### config.mk
export PLATFORM = sky130hd
export DESIGN_NAME = jtag_tap_target
export DESIGN_NICKNAME = d
export VERILOG_FILES = /design/src/rtl/jtag_tap_target.sv
export SDC_FILE = /design/constraint.sdc
export NUM_CORES = 1
export LEC_CHECK = 0
export ABC_AREA = 1
export BUFFER_PORTS_ARGS = -buffer_cell sky130_fd_sc_hd__buf_2
export CORE_UTILIZATION = 45
export CTS_BUF_LIST = sky130_fd_sc_hd__clkbuf_4 sky130_fd_sc_hd__clkbuf_8
export DETAILED_ROUTE_END_ITERATION = 8
export PLACE_DENSITY = 0.66
export SYNTH_ARGS = -nofsm -noshare
export SYNTH_HDL_FRONTEND = slang
export SYNTH_SLANG_ARGS = --single-unit
### constraint.sdc
create_clock -name CLK -period 3 [get_ports CLK]
set_input_delay 0.3 -clock CLK [delete_from_list [all_inputs] [get_ports CLK]]
set_output_delay 0.3 -clock CLK [all_outputs]
set_load 0.01 [all_outputs]
### src/rtl/jtag_tap_target.sv
// rtl/jtag_tap_target.sv - JTAG TAP target oversampled on CLK with IDCODE, BYPASS and USER data registers.
module jtag_tap_target #(
    parameter int                IR_LEN    = 4,
    parameter logic [31:0]       IDCODE    = 32'h4BA00477,
    parameter int                USER_LEN  = 35,
    parameter logic [IR_LEN-1:0] IR_IDCODE = 4'hE,
    parameter logic [IR_LEN-1:0] IR_USER   = 4'hA
) (
    input  logic                CLK,
    input  logic                SYS_RESETn,
    input  logic                TCK,
    input  logic                TMS,
    input  logic                TDI,
    output logic                TDO,
    output logic                TDO_OE,
    output logic [3:0]          STATE,
    output logic [IR_LEN-1:0]   IR,
    input  logic [USER_LEN-1:0] CAP_DATA,
    output logic                CAP_STB,
    output logic [USER_LEN-1:0] UPD_DATA,
    output logic                UPD_VALID,
    output logic                TAP_RESETn
);

    typedef enum logic [3:0] {
        RUNTEST_IDLE = 4'h0, SELECT_DR  = 4'h1, SHIFT_DR   = 4'h2, UPDATE_DR  = 4'h3,
        CAPTURE_DR   = 4'h4, EXIT1_DR   = 4'h5, PAUSE_DR   = 4'h6, EXIT2_DR   = 4'h7,
        LOGIC_RESET  = 4'h8, SELECT_IR  = 4'h9, SHIFT_IR   = 4'hA, UPDATE_IR  = 4'hB,
        CAPTURE_IR   = 4'hC, EXIT1_IR   = 4'hD, PAUSE_IR   = 4'hE, EXIT2_IR   = 4'hF
    } tap_state_t;

    localparam logic [IR_LEN-1:0] IR_CAPTURE = {{(IR_LEN-1){1'b0}}, 1'b1};

    tap_state_t          state;
    tap_state_t          next_state;
    logic                tck_m, tck_s, tck_d;
    logic                tms_m, tms_s;
    logic                tdi_m, tdi_s;
    logic                rise, fall;
    logic [IR_LEN-1:0]   ir_sr;
    logic [31:0]         id_sr;
    logic [USER_LEN-1:0] user_sr;
    logic                bypass;
    logic                upd_dr_pend, upd_ir_pend;
    logic                sel_idcode, sel_user;
    logic                dr_lsb;

    assign rise       = tck_s & ~tck_d;
    assign fall       = ~tck_s & tck_d;
    assign sel_idcode = (IR == IR_IDCODE);
    assign sel_user   = (IR == IR_USER);
    assign dr_lsb     = sel_idcode ? id_sr[0] : (sel_user ? user_sr[0] : bypass);
    assign STATE      = state;
    assign TDO_OE     = (state == SHIFT_DR) || (state == SHIFT_IR);
    assign TAP_RESETn = (state != LOGIC_RESET);

    always_comb begin
        next_state = LOGIC_RESET;
        case (state)
            LOGIC_RESET:  next_state = tms_s ? LOGIC_RESET : RUNTEST_IDLE;
            RUNTEST_IDLE: next_state = tms_s ? SELECT_DR   : RUNTEST_IDLE;
            SELECT_DR:    next_state = tms_s ? SELECT_IR   : CAPTURE_DR;
            CAPTURE_DR:   next_state = tms_s ? EXIT1_DR    : SHIFT_DR;
            SHIFT_DR:     next_state = tms_s ? EXIT1_DR    : SHIFT_DR;
            EXIT1_DR:     next_state = tms_s ? UPDATE_DR   : PAUSE_DR;
            PAUSE_DR:     next_state = tms_s ? EXIT2_DR    : PAUSE_DR;
            EXIT2_DR:     next_state = tms_s ? UPDATE_DR   : SHIFT_DR;
            UPDATE_DR:    next_state = tms_s ? SELECT_DR   : RUNTEST_IDLE;
            SELECT_IR:    next_state = tms_s ? LOGIC_RESET : CAPTURE_IR;
            CAPTURE_IR:   next_state = tms_s ? EXIT1_IR    : SHIFT_IR;
            SHIFT_IR:     next_state = tms_s ? EXIT1_IR    : SHIFT_IR;
            EXIT1_IR:     next_state = tms_s ? UPDATE_IR   : PAUSE_IR;
            PAUSE_IR:     next_state = tms_s ? EXIT2_IR    : PAUSE_IR;
            EXIT2_IR:     next_state = tms_s ? UPDATE_IR   : SHIFT_IR;
            UPDATE_IR:    next_state = tms_s ? SELECT_DR   : RUNTEST_IDLE;
            default:      next_state = LOGIC_RESET;
        endcase
    end

    always_ff @(posedge CLK) begin
        if (!SYS_RESETn) begin
            {tck_m, tck_s, tck_d} <= 3'b000;
            {tms_m, tms_s}        <= 2'b00;
            {tdi_m, tdi_s}        <= 2'b00;
            state       <= LOGIC_RESET;
            IR          <= IR_IDCODE;
            ir_sr       <= '0;
            id_sr       <= '0;
            user_sr     <= '0;
            bypass      <= 1'b0;
            TDO         <= 1'b0;
            CAP_STB     <= 1'b0;
            UPD_VALID   <= 1'b0;
            UPD_DATA    <= '0;
            upd_dr_pend <= 1'b0;
            upd_ir_pend <= 1'b0;
        end else begin
            {tck_m, tck_s, tck_d} <= {TCK, tck_m, tck_s};
            {tms_m, tms_s}        <= {TMS, tms_m};
            {tdi_m, tdi_s}        <= {TDI, tdi_m};
            CAP_STB     <= 1'b0;
            UPD_VALID   <= 1'b0;
            upd_dr_pend <= 1'b0;
            upd_ir_pend <= 1'b0;

            // Update actions fire on the CLK after the rise that entered UPDATE_xx.
            if (upd_ir_pend) IR <= ir_sr;
            if (upd_dr_pend && sel_user) begin
                UPD_DATA  <= user_sr;
                UPD_VALID <= 1'b1;
            end
            if (state == LOGIC_RESET) IR <= IR_IDCODE;

            if (rise) begin
                state       <= next_state;
                upd_dr_pend <= (next_state == UPDATE_DR);
                upd_ir_pend <= (next_state == UPDATE_IR);
                case (state)
                    CAPTURE_IR: ir_sr <= IR_CAPTURE;
                    SHIFT_IR:   ir_sr <= {tdi_s, ir_sr[IR_LEN-1:1]};
                    CAPTURE_DR: begin
                        if (sel_idcode) id_sr <= IDCODE;
                        else if (sel_user) begin
                            user_sr <= CAP_DATA;
                            CAP_STB <= 1'b1;
                        end else bypass <= 1'b0;
                    end
                    SHIFT_DR: begin
                        if (sel_idcode)    id_sr   <= {tdi_s, id_sr[31:1]};
                        else if (sel_user) user_sr <= {tdi_s, user_sr[USER_LEN-1:1]};
                        else               bypass  <= tdi_s;
                    end
                    default: ;
                endcase
            end

            if (fall) begin
                if (state == SHIFT_DR)      TDO <= dr_lsb;
                else if (state == SHIFT_IR) TDO <= ir_sr[0];
            end
        end
    end

endmodule

Yosys cells after proc, flatten, opt, wreduce, memory -nomap -nowiden
Index checks and enable logic that the tools add are counted.

Word-level logic and storage cells: 104. Register bits after elaboration: 127. Input port bits: 40.

Muxes and demuxes: 33. Equality and inequality tests: 28. Bitwise operators: 7. Reduce and logical (&&, ||, !) cells: 17.

Operators with widths (count): $mux 35 (4); $pmux 35 s2 (1); $mux 32 (2); $pmux 32 s2 (1); $pmux 4 s12 (1); $eq 4x4->1 const B (11); $eq 4x3->1 const B (4); $ne 2x2->1 const B (8); $mux 1 (15); $mux 3 (5); $eq 4x2->1 const B (3); $reduce_and 6->1 (2); $mux 4 (2); $pmux 4 s2 (1); $reduce_and 2->1 (3); $reduce_bool 2->1 (3); $reduce_or 2->1 (3); $not 1->1 (5); $eq 4x1->1 const B (1); $logic_not 4->1 (1); $ne 4x4->1 const B (1); $reduce_and 4->1 (1); $reduce_or 4->1 (1); $reduce_or 3->1 (1); other kinds (4) (5).

Logic depth before layout (Yosys ltp)
Gate-level depths: netlist of run 1.

Depth after elaboration: 4. Gate-level depth with buffers: 10. Gate-level depth less buffers: 9.

Worst setup path after synthesis of run 1
No wires, ideal clock.

Path kind: reg2reg. Start: register state[2] (netlist: STATE[2]). End: register id_sr[0]. Library setup time: 0.117 ns. Period minus slack after synthesis: 1.373 ns. Arrival: 1.256 ns. Stages on the path, launching flop included: 10. Path slack: 1.627 ns. Cells stage by stage: dfxtp_1 > buf_6 > inv_4 > nor2_2 > nand2_2 > nand2_4 > nand3_4 > buf_6 > nor3_1 > nor2_1.

Cells in the longest elaborated chain, start to end: 3. Elaborated cells on any way between the ends: 7.

RTL lines: from (decl) (RTL line 34) `tap_state_t state;`; from (signal assigned) (RTL line 115) `state <= next_state;`; $eq 4x3->1 / $eq 4x2->1 (equally long branches) (RTL line 118) `case (state)`; $ne 2x2->1 (no line) / $reduce_bool 2->1 (equally long branches); $reduce_and 4->1 (no line); to (signal assigned) (RTL line 129) `if (sel_idcode) id_sr <= {tdi_s, id_sr[31:1]};`; to (decl) (RTL line 41) `logic [31:0] id_sr;`.

Parallel ways exist; a longest one is shown, timed or not. A chain may end at the register's enable or synchronous reset.

Final worst setup path of run 1
Start: register IR[1]. End: register user_sr[30].

Cells in the longest elaborated chain, start to end: 3. Elaborated cells on any way between the ends: 7.

RTL lines: from (decl) (RTL line 17) `output logic [IR_LEN-1:0] IR,`; from (signal assigned) (RTL line 107) `if (upd_ir_pend) IR <= ir_sr;`; $eq 4x4->1 (on tied branches) (RTL line 51, 50); $ne 2x2->1 (no line); $reduce_and 6->1 (no line) *; to (signal assigned) (RTL line 130) `else if (sel_user) user_sr <= {tdi_s, user_sr[USER_LEN-1:1]};`; to (decl) (RTL line 42) `logic [USER_LEN-1:0] user_sr;`.

Every way passes the cells marked *; elsewhere a longest branch is shown, timed or not.

==> results of run 1 <==
-- how the worst max path moves through the flow --
stage              from           to  slack (ps)  cells past startpoint
6_report          IR[1]  user_sr[30]         820                      7
5_1_grt           IR[1]   user_sr[2]         530                      7
4_1_cts           IR[1]  user_sr[30]         810                      7
3_5_place_dp      IR[1]  user_sr[30]         820                      7
3_3_place_gp      IR[1]  user_sr[16]         820                      7
2_1_floorplan  STATE[2]     id_sr[0]        1630                      9
-- placed cells by master (no fill, tap or decap), types with 4 or more instances in the layout --
cell	netlist	final
dfxtp_1	127	127
buf_4	2	5
a21oi_1	44	44
o21ai_0	21	21
buf_2	9	87
inv_1	90	90
clkbuf_8	0	20
o21ai_1	38	38
clkinv_2	1	5
nand3_1	40	40
inv_2	4	4
nor3_1	16	16
nand2_2	5	4
nor2_1	135	135
nand2_1	234	234
-- layer usage --
metal,part of all wire,vias up,routed length (um),GRT usage
met3,0.028,12,342,0.0377
li1,-,2657,-,-
met5,0,-,0,0
met4,0.014,0,174,0.0805
met1,0.52,2141,6260,0.278
met2,0.44,71,5230,0.287
-- critical path: stages (launching register included) --
cell and delay (ps):
dfxtp_1 340, inv_2 50, nor2_2 80, nand2_2 130, nor2_4 410, nand3_4 660, nor2_1 290, nor2_1 70
-- flip-flops by register name, summed over array words and instances, names as in the netlist, 4 cells and up --
name      cells
IR            4
STATE         4
UPD_DATA     35
id_sr        32
ir_sr         4
user_sr      35
-- cells by family (layout without fill, tap and decap cells) --
family,count (synthesis),in the layout,share of synthesized area
flip-flops,127,127,0.450
buffers and inverters,145,217,0.126
AND/OR/NAND/NOR,444,444,0.326
AO/OA/AOI/OAI,108,108,0.0978
-- layout make-up --
class                           count  area [um^2]
Clock inverter                      7         87.6
Tap cell                          168          210
Multi-Input combinational cell    552         2390
Clock buffer                       22          290
Fill cell                        1278         5750
Sequential cell                   127         2540
Inverter                           96          364
Timing Repair Buffer               92          473
-- power breakdown --
part | switching [W] | internal (W) | leakage, nW
registers | 0.00000820 | 0.00169 | 1.02
logic | 0.0000908 | 0.0000488 | 1.90
clock network | 0.000634 | 0.000803 | 0.197
-- through the flow --
step           hold slack, ps  setup slack [ps]  instance area [um^2]
2_1_floorplan             390              1630                  5640
3_3_place_gp              395               819                  5980
3_5_place_dp              396               819                  5980
4_1_cts                  24.6               814                  6360
5_1_grt                  38.9               530                  6360
6_report                 49.7               825                  6360
==> flow_summary.json, run 1 <==
{
  "status": "finished clean",
  "io_buffers": 87,
  "synth_common_cells": "nand2_1, nor2_1, dfxtp_1, inv_1, a21oi_1",
  "finalCritPeriodShare": 0.725,
  "max_freq_ghz": 0.460,
  "p_per_area_nw_per_um2": 515,
  "post-cts-setup-buffers": 0,
  "ctsLongestPathBuffers": 2,
  "drv_cap": 0,
  "gr-total-overflow": 0,
  "die-area_um2": 13000,
  "hold_path_end": "tdi_m",
  "ys_seq_elements": 127,
  "cts_tree": "yes",
  "grt_pass1_wl_mm": 20.3,
  "dp_cells": 1035,
  "die_h_um": 114,
  "ant_nets": 0,
  "ctsHoldBuffers": 0,
  "fin_crit_ps": 2180,
  "timing.rr.end": "user_sr[30]",
  "yosysMostFrequentCell": "nand2_1",
  "rows": 40,
  "vias": 4881,
  "r2r-start": "IR[1]",
  "grt_usage": 0.195,
  "antenna_found_initial": 0,
  "max-slew-margin-rel": 0.505,
  "hold_start": "TDI",
  "via_per_inst": 4.59,
  "initial_core_util": 0.466,
  "rr_worst_depth": 7,
  "syn_avg_cell_area_um2": 6.85,
  "clk-insertion-delay-late_ps": 430,
  "critPathKind": "flop to flop",
  "firstDrtPassIters": 4,
  "startpoint_type": "flop",
  "synthTopCellsByArea": "dfxtp_1, nand2_1, nor2_1",
  "cts_buffers": 17,
  "cts_sinks": 127,
  "rsz0062_at_grt": "false",
  "synth_edf_count": 0,
  "synthToLayoutAreaGrowth_pct": 12.7,
  "r2r_slack_ps": 820,
  "detail_route.wl_per_cell_um": 11.3,
  "ctsResizeCount": 0,
  "drive_above_1_share": 0.157,
  "h-tree-depth": 4,
  "finish.net_count": 926,
  "p_total_w": 0.00328,
  "crit_required_ps": 3310,
  "yosysWarnings": 0,
  "setup_viol_count_final": 0,
  "finalClockSkew_ps": 10.6,
  "synth_ff_type": "dfxtp_1",
  "hp-class": "input pin to flop",
  "core_um2": 12100,
  "gp_congestion": 0.831,
  "worst_setup_path_end_kind": "flop",
  "finalWirelength_mm": 12.0,
  "drc": 0,
  "ys_async_sr_fraction": 0,
  "worst_pin_slew_ps": 742,
  "grt_pass1_vias": 4302,
  "first_iter_violations": 240,
  "slew_viol_final": 0,
  "clock_tree.root_cell": "clkbuf_8",
  "grt_max_degree": 71,
  "cp_max_fo": 70,
  "utilization": 0.525,
  "path_clk_slew_ps": 70,
  "hold_viol_final": 0,
  "diodes": 0,
  "syn-cell-area_um2": 5640,
  "synth.net_count": 864,
  "yosys.area.top_type": "dfxtp_1",
  "p_leak_nw": 3.12,
  "hold_depth": 3,
  "ir_worst_vdd_mv": 0.221,
  "fp.dieW_um": 114,
  "stdcell_count": 1064,
  "synthCells": 824,
  "dp_hpwl_mm": 7.48,
  "synth_top_area_frac": 0.450,
  "io_pins": 88,
  "critPathArrivalTime_ps": 2490,
  "finalSetupTns_ps": 0,
  "synth_cell_type_count": 31,
  "yosysSeqAreaShare": 0.450
}
(Power assumes the default switching activity.)
==> inputs of run 2 (changes only) <==
--- a/config.mk
+++ b/config.mk
@@ -5,12 +5,12 @@
 export SDC_FILE = /design/constraint.sdc
 export NUM_CORES = 1
 export LEC_CHECK = 0
-export ABC_AREA = 1
+export ABC_AREA = 0
 export BUFFER_PORTS_ARGS = -buffer_cell sky130_fd_sc_hd__buf_2
 export CORE_UTILIZATION = 45
 export CTS_BUF_LIST = sky130_fd_sc_hd__clkbuf_4 sky130_fd_sc_hd__clkbuf_8
 export DETAILED_ROUTE_END_ITERATION = 8
-export PLACE_DENSITY = 0.66
+export PLACE_DENSITY = 0.67
 export SYNTH_ARGS = -nofsm -noshare
 export SYNTH_HDL_FRONTEND = slang
 export SYNTH_SLANG_ARGS = --single-unit
==> constraint.sdc (replaced) <==
create_clock -name CLK -period 2.11 [get_ports CLK]
set_input_delay 0.211 -clock CLK [delete_from_list [all_inputs] [get_ports CLK]]
set_output_delay 0.211 -clock CLK [all_outputs]
set_load 0.01 [all_outputs]
==> run 2 against run 1 <==
- register-to-register slack worse by 680 ps
- worst hold slack better by 3.9 ps
- clock power is 51% higher
- combinational power is 5% lower
- non-clock buffer count is 15 higher
- design area is 7.7% lower
- fmax is 11% higher
- sequential cell count stayed put
- clock-buffer cell count is 3 lower
- largest cell class unchanged
- largest power group unchanged
==> flow_summary.json, run 2 <==
{
  "status": "finished clean",
  "post-cts-setup-buffers": 0,
  "finish.net_count": 680,
  "yosysMostFrequentCell": "nand2_1",
  "grt_pass1_vias": 3807,
  "diodes": 0,
  "hold_start": "CAP_DATA[22]",
  "hp-class": "input pin to flop",
  "slew_viol_final": 0,
  "fin_crit_ps": 1960,
  "largestRegisters": "UPD_DATA: 35 flops, user_sr: 35 flops, id_sr: 32 flops",
  "initial_core_util": 0.465,
  "via_per_inst": 5.12,
  "clock_tree.root_cell": "clkbuf_8",
  "finalWirelength_mm": 10.4,
  "ys_seq_elements": 127,
  "worst_pin_slew_ps": 768,
  "hold_ws_ps": 53.6,
  "yosys.area.top_type": "dfxtp_1",
  "synth_edf_count": 0,
  "timing.rr.end": "id_sr[17]",
  "worst_setup_path_end_kind": "flop",
  "first_iter_violations": 174,
  "synth_top_family_by_area": "simple AND/OR/NAND/NOR gates",
  "drive_above_1_share": 0.225,
  "grt_max_degree": 37,
  "cts_buffers": 17,
  "layout_common_cells": "nand2_1, dfxtp_1, buf_2",
  "rr_worst_depth": 4,
  "synthTopCellsByArea": "dfxtp_1, nand2_1, mux2i_1",
  "p_leak_nw": 2.47,
  "clk-insertion-delay-late_ps": 430,
  "ys_async_sr_fraction": 0,
  "r2r-start": "tck_s",
  "grt_pass1_wl_mm": 17.8,
  "postLayoutCellArea_um2": 5870,
  "synth_mux_area_frac": 0.0832,
  "ant_nets": 0,
  "hold_viol_final": 0,
  "vias": 4041,
  "ctsLongestPathBuffers": 2,
  "io_pins": 88,
  "synth_common_cells": "nand2_1, dfxtp_1, o21ai_0, a21oi_1, mux2i_1",
  "fp.dieW_um": 106,
  "path_clk_slew_ps": 80,
  "finalSetupTns_ps": 0,
  "syn_avg_cell_area_um2": 8.65,
  "dpl_cell_area_um2": 5420,
  "r2r_slack_ps": 150,
  "dp_slack_ps": 128,
  "firstDrtPassIters": 4,
  "synthToLayoutAreaGrowth_pct": 21.6,
  "max_freq_ghz": 0.509,
  "hold_depth": 3,
  "synthCells": 558,
  "startpoint_type": "flop",
  "rsz0062_at_grt": "false",
  "yosysSeqAreaShare": 0.527,
  "cts_tree": "yes",
  "io_buffers": 87,
  "p_per_area_nw_per_um2": 805,
  "die_h_um": 106,
  "grt_usage": 0.201,
  "cp_max_fo": 13,
  "synth-simple-area-share": 0.215,
  "core_um2": 10400,
  "finalClockSkew_ps": 13.3,
  "max-slew-margin-rel": 0.485,
  "layout_commonest_cell": "nand2_1",
  "dp_hpwl_mm": 6.73,
  "cts_sinks": 127,
  "synth.net_count": 598,
  "synth_compound_area_frac": 0.130,
  "drc": 0,
  "detail_route.wl_per_cell_um": 13.2,
  "critPathArrivalTime_ps": 2320,
  "synth_top_area_frac": 0.527,
  "post_synth_xor_area_fraction": 0.00181,
  "h-tree-depth": 4,
  "finalCritPeriodShare": 0.930,
  "critPathKind": "flop to flop",
  "crit_required_ps": 2460,
  "setup_ws_ps": 147,
  "ir_worst_vdd_mv": 0.477,
  "drv_cap": 0,
  "die-area_um2": 11100,
  "yosysWarnings": 0,
  "gp_congestion": 0.770,
  "synth_adder_area_share": 0,
  "num-fill-cells": 955,
  "synth_cell_type_count": 39,
  "startpoint": "tck_s",
  "synth_ff_type": "dfxtp_1",
  "syn-cell-area_um2": 4830,
  "setup_viol_count_final": 0,
  "hold_path_end": "user_sr[22]",
  "gr-total-overflow": 0,
  "rows": 37,
  "antenna_found_initial": 0
}
==> run 2: worst max-delay path by stage <==
stage | cells after the start | slack [ps] | endpoint
global route | 5 | 20 | id_sr[6]
detailed placement | 5 | 130 | id_sr[30]
floorplan | 5 | 130 | id_sr[16]
CTS | 5 | 110 | id_sr[23]
finish | 4 | 150 | id_sr[17]
global placement | 5 | 180 | id_sr[5]
==> run 2: worst max-delay path, stage by stage (launching register included) <==
cell and delay [ps]:
dfxtp_1 390, or4b_4 510, or4_4 530, or3_1 380, o21ai_0 80
==> run 2: per-stage QoR <==
| step | utilization | total power [W] | cells |
|---|---|---|---|
| 2_1_floorplan | - | 0.00253 | 558 |
| 3_3_place_gp | 0.522 | 0.00259 | 754 |
| 3_5_place_dp | 0.522 | 0.00259 | 754 |
| 4_1_cts | 0.566 | 0.00477 | 789 |
| 5_1_grt | 0.566 | 0.00491 | 789 |
| 6_report | 0.566 | 0.00472 | 789 |
==> run 2: cells by family (layout without fill, tap and decap cells) <==
family | Yosys count | after routing
AND/OR/NAND/NOR | 229 | 229
flip-flops | 127 | 127
AO/OA/AOI/OAI | 113 | 113
buffers and inverters | 48 | 143
multiplexers | 40 | 40
XOR/XNOR | 1 | 1
==> run 2: layer usage <==
layer / vias to the layer above / share of wire / global-route usage
met1: 1877 / 0.46 / 0.250
met3: 10 / 0.038 / 0.0526
li1: 2070 / - / -
met2: 84 / 0.49 / 0.332
met4: 0 / 0.0079 / 0.0784
met5: - / 0 / 0
==> run 2: timing repair <==
action,in CTS,in global routing
endpoints found under the setup margin,0,4
endpoints found under the hold margin,3,0
gates resized for setup,0,1
hold buffers,3,0
==> run 2: cell type report <==
cell class / count / area, um^2 / share of cell area
multi-input cells: 383 / 2090 / 0.356
repair buffers: 107 / 634 / 0.108
clock inverters: 13 / 163 / 0.0277
clock buffers: 19 / 255 / 0.0435
well taps: 136 / 170 / 0.0290
flip-flops and latches: 127 / 2540 / 0.433
inverters: 4 / 15.0 / 0.00256
==> run 2: power by group <==
| group | internal, W | total [W] | switching (W) | leakage [nW] |
|---|---|---|---|---|
| logic | 0.0000599 | 0.000133 | 0.0000731 | 1.24 |
| clock network | 0.00122 | 0.00218 | 0.000966 | 0.206 |
| registers | 0.00240 | 0.00241 | 0.00000563 | 1.02 |
